## src/rtl/has_rr_scheduler_if.sv

```systemverilog
// rtl/has_rr_scheduler_if.sv - sensor/actuator bundle for the round-robin scanner
// Master drives sensor inputs and scan enable; slave (the scanner) drives actuators and display.
interface has_rr_scheduler_if #(
   parameter int N_CH = 4,
   parameter int TW   = 7
);
   localparam int SW = $clog2(N_CH + 1);

   logic            en;
   logic [N_CH-1:0] sens;
   logic [TW-1:0]   st;
   logic            alarm_clr;
   logic [N_CH-1:0] act;
   logic            heater;
   logic            cooler;
   logic [SW-1:0]   display;
   logic            scan_done;

   modport master (
      output en, sens, st, alarm_clr,
      input  act, heater, cooler, display, scan_done
   );

   modport slave (
      input  en, sens, st, alarm_clr,
      output act, heater, cooler, display, scan_done
   );
endinterface

```

## src/rtl/has_rr_scheduler.sv

```systemverilog
// rtl/has_rr_scheduler.sv - round-robin sensor scanner with hysteretic heater/cooler slot
// Optional HAS_ALARM_LATCH_EN makes channel 0 a sticky alarm cleared by alarm_clr.
module has_rr_scheduler #(
   parameter int N_CH   = 4,
   parameter int TW     = 7,
   parameter int T_LOW  = 50,
   parameter int T_HIGH = 60,
   parameter int DWELL  = 1
) (
   input logic                clk,
   input logic                rst,
   has_rr_scheduler_if.slave  bus
);
   localparam int SW    = $clog2(N_CH + 1);
   localparam int CW    = (DWELL > 1) ? $clog2(DWELL) : 1;
   localparam int T_MID = (T_LOW + T_HIGH) / 2;

   localparam logic [TW-1:0] LO_W      = TW'(T_LOW);
   localparam logic [TW-1:0] HI_W      = TW'(T_HIGH);
   localparam logic [TW-1:0] MID_W     = TW'(T_MID);
   localparam logic [CW-1:0] CNT_LAST  = CW'(DWELL - 1);
   localparam logic [SW-1:0] TEMP_SLOT = SW'(N_CH);

   logic [SW-1:0]   disp_q, disp_d;
   logic [CW-1:0]   cnt_q, cnt_d;
   logic [N_CH-1:0] act_q, act_d;
   logic            heat_q, heat_d;
   logic            cool_q, cool_d;
   logic            done_q, done_d;
   logic            last;
`ifdef HAS_ALARM_LATCH_EN
   logic            alarm_set;
`endif

   always_comb begin
      disp_d = disp_q;
      cnt_d  = cnt_q;
      act_d  = act_q;
      heat_d = heat_q;
      cool_d = cool_q;
      done_d = 1'b0;
      last   = bus.en && (cnt_q == CNT_LAST) && (disp_q <= TEMP_SLOT);

      if (disp_q > TEMP_SLOT) begin
         disp_d = '0;
         cnt_d  = '0;
      end else if (bus.en) begin
         if (cnt_q == CNT_LAST) begin
            cnt_d  = '0;
            disp_d = (disp_q == TEMP_SLOT) ? '0 : disp_q + 1'b1;
            done_d = (disp_q == TEMP_SLOT);
         end else begin
            cnt_d = cnt_q + 1'b1;
         end
      end

      if (last) begin
         for (int k = 0; k < N_CH; k++) begin
            if (disp_q == SW'(k)) act_d[k] = bus.sens[k];
         end
         // Between the thresholds each drive only releases once st crosses the midpoint.
         if (disp_q == TEMP_SLOT) begin
            if (bus.st < LO_W) begin
               heat_d = 1'b1;
               cool_d = 1'b0;
            end else if (bus.st > HI_W) begin
               heat_d = 1'b0;
               cool_d = 1'b1;
            end else begin
               if (bus.st >= MID_W) heat_d = 1'b0;
               if (bus.st <= MID_W) cool_d = 1'b0;
            end
         end
      end

`ifdef HAS_ALARM_LATCH_EN
      alarm_set = last && (disp_q == '0) && bus.sens[0];
      if (alarm_set)          act_d[0] = 1'b1;
      else if (bus.alarm_clr) act_d[0] = 1'b0;
      else                    act_d[0] = act_q[0];
`endif
   end

   always_ff @(posedge clk or negedge rst) begin
      if (!rst) begin
         disp_q <= '0;
         cnt_q  <= '0;
         act_q  <= '0;
         heat_q <= 1'b0;
         cool_q <= 1'b0;
         done_q <= 1'b0;
      end else begin
         disp_q <= disp_d;
         cnt_q  <= cnt_d;
         act_q  <= act_d;
         heat_q <= heat_d;
         cool_q <= cool_d;
         done_q <= done_d;
      end
   end

   assign bus.act       = act_q;
   assign bus.heater    = heat_q;
   assign bus.cooler    = cool_q;
   assign bus.display   = disp_q;
   assign bus.scan_done = done_q;
endmodule

```

## src/flat_wrapper.sv

```systemverilog
// flat-port wrapper written by rule: the top's interface ports become plain ports
module has_rr_scheduler_flat 
#(
   parameter int N_CH   = 4,
   parameter int TW     = 7,
   parameter int T_LOW  = 50,
   parameter int T_HIGH = 60,
   parameter int DWELL  = 1
)
  (clk, rst, bus_en, bus_sens, bus_st, bus_alarm_clr, bus_act, bus_heater, bus_cooler, bus_display, bus_scan_done);
  has_rr_scheduler_if #(.N_CH(N_CH), .TW(TW)) bus_i ();
  input logic clk;
  input logic rst;
  input wire logic [$bits(bus_i.en)-1:0] bus_en;
  input wire logic [$bits(bus_i.sens)-1:0] bus_sens;
  input wire logic [$bits(bus_i.st)-1:0] bus_st;
  input wire logic [$bits(bus_i.alarm_clr)-1:0] bus_alarm_clr;
  output wire logic [$bits(bus_i.act)-1:0] bus_act;
  output wire logic [$bits(bus_i.heater)-1:0] bus_heater;
  output wire logic [$bits(bus_i.cooler)-1:0] bus_cooler;
  output wire logic [$bits(bus_i.display)-1:0] bus_display;
  output wire logic [$bits(bus_i.scan_done)-1:0] bus_scan_done;
  assign bus_i.en = bus_en;
  assign bus_i.sens = bus_sens;
  assign bus_i.st = bus_st;
  assign bus_i.alarm_clr = bus_alarm_clr;
  assign bus_act = bus_i.act;
  assign bus_heater = bus_i.heater;
  assign bus_cooler = bus_i.cooler;
  assign bus_display = bus_i.display;
  assign bus_scan_done = bus_i.scan_done;
  has_rr_scheduler #(.N_CH(N_CH), .TW(TW), .T_LOW(T_LOW), .T_HIGH(T_HIGH), .DWELL(DWELL)) u_core (.clk(clk), .rst(rst), .bus(bus_i));
endmodule
```

## config.mk

```make
export PLATFORM = sky130hd
export DESIGN_NAME = has_rr_scheduler_flat
export DESIGN_NICKNAME = d
export VERILOG_FILES = /design/src/rtl/has_rr_scheduler_if.sv /design/src/rtl/has_rr_scheduler.sv /design/src/flat_wrapper.sv
export SDC_FILE = /design/constraint.sdc
export NUM_CORES = 1
export LEC_CHECK = 0
export CORE_AREA = 5 5 44 46
export CTS_BUF_LIST = sky130_fd_sc_hd__clkbuf_8 sky130_fd_sc_hd__clkbuf_16
export CTS_CLUSTER_DIAMETER = 40
export DETAILED_ROUTE_END_ITERATION = 12
export DIE_AREA = 0 0 49 51
export PLACE_DENSITY = 0.82
export RECOVER_POWER = 25
export SLEW_MARGIN = 15
export SYNTH_ARGS = -nofsm -noshare
export SYNTH_HDL_FRONTEND = slang
export SYNTH_SLANG_ARGS = --single-unit
export TNS_END_PERCENT = 5
```

## constraint.sdc

```tcl
create_clock -name clk -period 1.9 [get_ports clk]
set_clock_uncertainty 0.1 [all_clocks]
set_input_delay 0.285 -clock clk [delete_from_list [all_inputs] [get_ports clk]]
set_output_delay 0.285 -clock clk [all_outputs]
set_load 0.02 [all_outputs]
```

==> results.txt <==
Result of the run = completed
Setup repair after global routing missed its margin = false
Buffer depth of the longest clock path = 2
Detailed Route WL = 1310 µm
Basic-gate share of the synthesized area counting and, or, nand and nor cells = 0.119
Resized cells post-CTS = 0
Worst-path cell chain = clkdlybuf4s50_1
Depth of the most critical reg-to-reg path = 5
Library cell used as clock root buffer = sky130_fd_sc_hd__clkbuf_8
Total setup violations reported at the end of the flow = 0
Aggregate global routing overflow = 0
Hold_buf cts = 0
Hold/Removal Path Class = input pin to asynchronous set/reset pin
Yosys reg bits = 10
Height of the chip = 51 µm
Number of H-tree levels = 1
Signed area change from the synthesized netlist to the final layout = 58.1%
Register-to-register path setup slack = 0.30 ns
Power per Cell Area = 1440 nW/µm²
Final-layout setup total negative slack = 0 ns
Least setup slack across all paths after layout = 0.184 ns
Post-Place Worst Slack = 0.206 ns
Total half-perimeter wirelength after legalization and detailed placement = 1040 µm
Via-to-Cell Ratio = 5.04
Pleak = 0.000392 µW
Max-cap check violation count = 0
Xor/xnor cell area share of the yosys netlist = 0.0163
Buffer count from post-CTS setup fixing = 0
Clk sinks = 10
Worst supply voltage drop on vdd = 0.000782 V
WS Path Type = flip-flop to output pin
# rows = 14
Compound-gate portion of the synthesized area = 0.119
Number of antenna cells inserted = 0
Portion of the post-synthesis area used by sequential elements = 0.465
DRT Pass-1 Iters = 4
Number of hold violations in the final report = 0
Area of the die = 2500 µm²
Mapped Cells = 50
TritonCTS clock tree = built
Critical path required time = 1.51 ns
Antenna violations before repair = 0
Syn Nets = 70
Total number of vias = 474
Average cell area after synthesis = 10.8 µm²
Clock slew at the register clock pins of the worst setup and hold paths = 0.05 ns
Maximum frequency from static timing analysis = 0.583 GHz
Die width = 49 µm
Net total in the final layout = 99
Kind of start point of the critical path = flip-flop
Post-detailed-route count of antenna-violating nets = 0
Pin count of the biggest net entering global routing = 11
Routability-driven placement congestion ratio = 0.802
Worst slew pin tran = 0.488 ns
WL per Instance = 13.9 µm
Number of distinct library cells after synthesis = 17
Post-Synth Adder-Cell Area = 0.116
Slowest CP cell = sky130_fd_sc_hd__clkdlybuf4s50_1
Core occupancy in the finished layout = 0.578
Top fanout value on the critical path = 6
Source-to-sink clock delay at the later pin of the worst-skew pair = 0.24 ns
Largest family of logic cells by synthesized area = multiplexers
Final Instance Count excl. Fillers = 94
Clock period minus worst slack = 1.72 ns
Synthesized cell area = 538 µm²
Critical path's top delay family = buffers and inverters
Post-route clock period utilization = 0.903
CP bufs+invs = 1
Yosys warning count = 0
Number of fill cells = 132
Worst R2R End = u_core.bus.cooler
Number of CTS-inserted buffers = 3
Number of pins exceeding their max-slew limit in the final report = 0
Total global routing track utilization = 0.114
Max-slew headroom at the worst pin = 0.674
Wire length of the first global-routing pass = 2190 µm
Sort of element at the end of the critical path = output pin
Multiplexer fraction of the synthesized cell area = 0.123
Worst reg2reg path startpoint = u_core.bus.display[0]
Data arrival time of the worst path = 1.33 ns
Number of DRC markers after the initial detailed-route iteration = 7
Effective utilization at floorplan = 0.366
Core Box Area = 1470 µm²
Buffers added on ports = 23
DRC violation count after routing = 0
Top Ports = 25
Ratio of cells with drive above 1 in the final layout = 0.115
Placed cell count = 90
Highest cell delay on the worst timing path = 0.64 ns
Final Power = 1220 µW
Via count of the first global-routing pass = 477
-- stage by stage --
step                hold WS, ns  area [µm²]
floorplan                -0.111         538
global placement          0.390         796
global route              0.396         851
CTS                       0.286         851
finish                    0.344         851
detailed placement        0.398         796
-- cell type report --
type	instances	area, µm²	share of cell area
Clock buffer	4	55.1	0.0647
Multi-Input combinational cell	34	265	0.312
Inverter	6	22.5	0.0265
Sequential cell	10	250	0.294
Timing Repair Buffer	24	238	0.279
Tap cell	16	20.0	0.0235
-- worst max path at each step --
stage               slack (ns)                  start  cells after the start                 to
floorplan                 0.33  u_core.bus.display[0]                      4  u_core.bus.act[3]
global placement          0.27                 bus_en                      4  u_core.bus.act[0]
detailed placement        0.21                 bus_en                      4  u_core.bus.cooler
CTS                       0.17  u_core.bus.display[0]                      1     bus_display[0]
global route               0.1  u_core.bus.display[2]                      1     bus_display[2]
finish                    0.18  u_core.bus.display[0]                      1     bus_display[0]
-- cells in the mapped netlist --
cell type	number	area [µm²]
sky130_fd_sc_hd__mux2i_1	1	10.0
sky130_fd_sc_hd__nand2_1	7	26.3
sky130_fd_sc_hd__xnor2_1	1	8.76
sky130_fd_sc_hd__mux2_2	1	11.3
sky130_fd_sc_hd__a221oi_1	1	8.76
sky130_fd_sc_hd__o21ai_0	4	20.0
sky130_fd_sc_hd__nand3_1	3	15.0
sky130_fd_sc_hd__ha_1	5	62.6
sky130_fd_sc_hd__mux2_4	3	45.0
sky130_fd_sc_hd__dfrtp_1	10	250
sky130_fd_sc_hd__o311a_1	1	10.0
sky130_fd_sc_hd__o311ai_1	1	8.76
sky130_fd_sc_hd__and2b_1	2	15.0
sky130_fd_sc_hd__o211ai_1	1	7.51
sky130_fd_sc_hd__nor2_1	2	7.51
sky130_fd_sc_hd__inv_1	6	22.5
sky130_fd_sc_hd__a311oi_1	1	8.76
-- sequential cells by signal (all words and copies together) (netlist names) --
register / flops
u_core.bus.act: 4
u_core.bus.display: 3
u_core.bus.cooler: 1
u_core.bus.heater: 1
u_core.bus.scan_done: 1
-- routing by layer --
| metal | track usage | share of wire |
|---|---|---|
| met2 | 0.187 | 0.50 |
| met4 | 0.0942 | 0.034 |
| met5 | 0 | 0 |
| met3 | 0.0407 | 0.075 |
| met1 | 0.118 | 0.39 |
-- cells by family after synthesis --
group / after synthesis
adders and majority gates: 5
and+or+nand+nor: 14
AOI/OAI and AO/OA: 9
buffers and inverters: 6
muxes: 5
xor gates and xnor gates: 1
DFF: 10
-- placed cells by master, fill, tap and decap left out --
master,synthesis,routed
sky130_fd_sc_hd__mux2_4,3,3
sky130_fd_sc_hd__inv_1,6,6
sky130_fd_sc_hd__o211ai_1,1,1
sky130_fd_sc_hd__o311a_1,1,1
sky130_fd_sc_hd__and2b_1,2,2
sky130_fd_sc_hd__nand3_1,3,3
sky130_fd_sc_hd__buf_4,0,1
sky130_fd_sc_hd__o311ai_1,1,1
sky130_fd_sc_hd__nand2_1,7,7
sky130_fd_sc_hd__o21ai_0,4,4
sky130_fd_sc_hd__dlygate4sd3_1,0,1
sky130_fd_sc_hd__clkdlybuf4s50_1,0,22
sky130_fd_sc_hd__xnor2_1,1,1
sky130_fd_sc_hd__ha_1,5,5
sky130_fd_sc_hd__a311oi_1,1,1
sky130_fd_sc_hd__mux2i_1,1,1
sky130_fd_sc_hd__clkbuf_8,0,4
sky130_fd_sc_hd__mux2_2,1,1
sky130_fd_sc_hd__a221oi_1,1,1
sky130_fd_sc_hd__dfrtp_1,10,10
sky130_fd_sc_hd__nor2_1,2,2
-- report_power, final --
part           total (µW)  internal (µW)  switching, µW  leakage (µW)
sequential            380            301           79.2      0.000121
combinational         569            307            261      0.000242
clock                 274            183           91.2     0.0000288
Note: power is estimated with default switching activity, not from simulation.
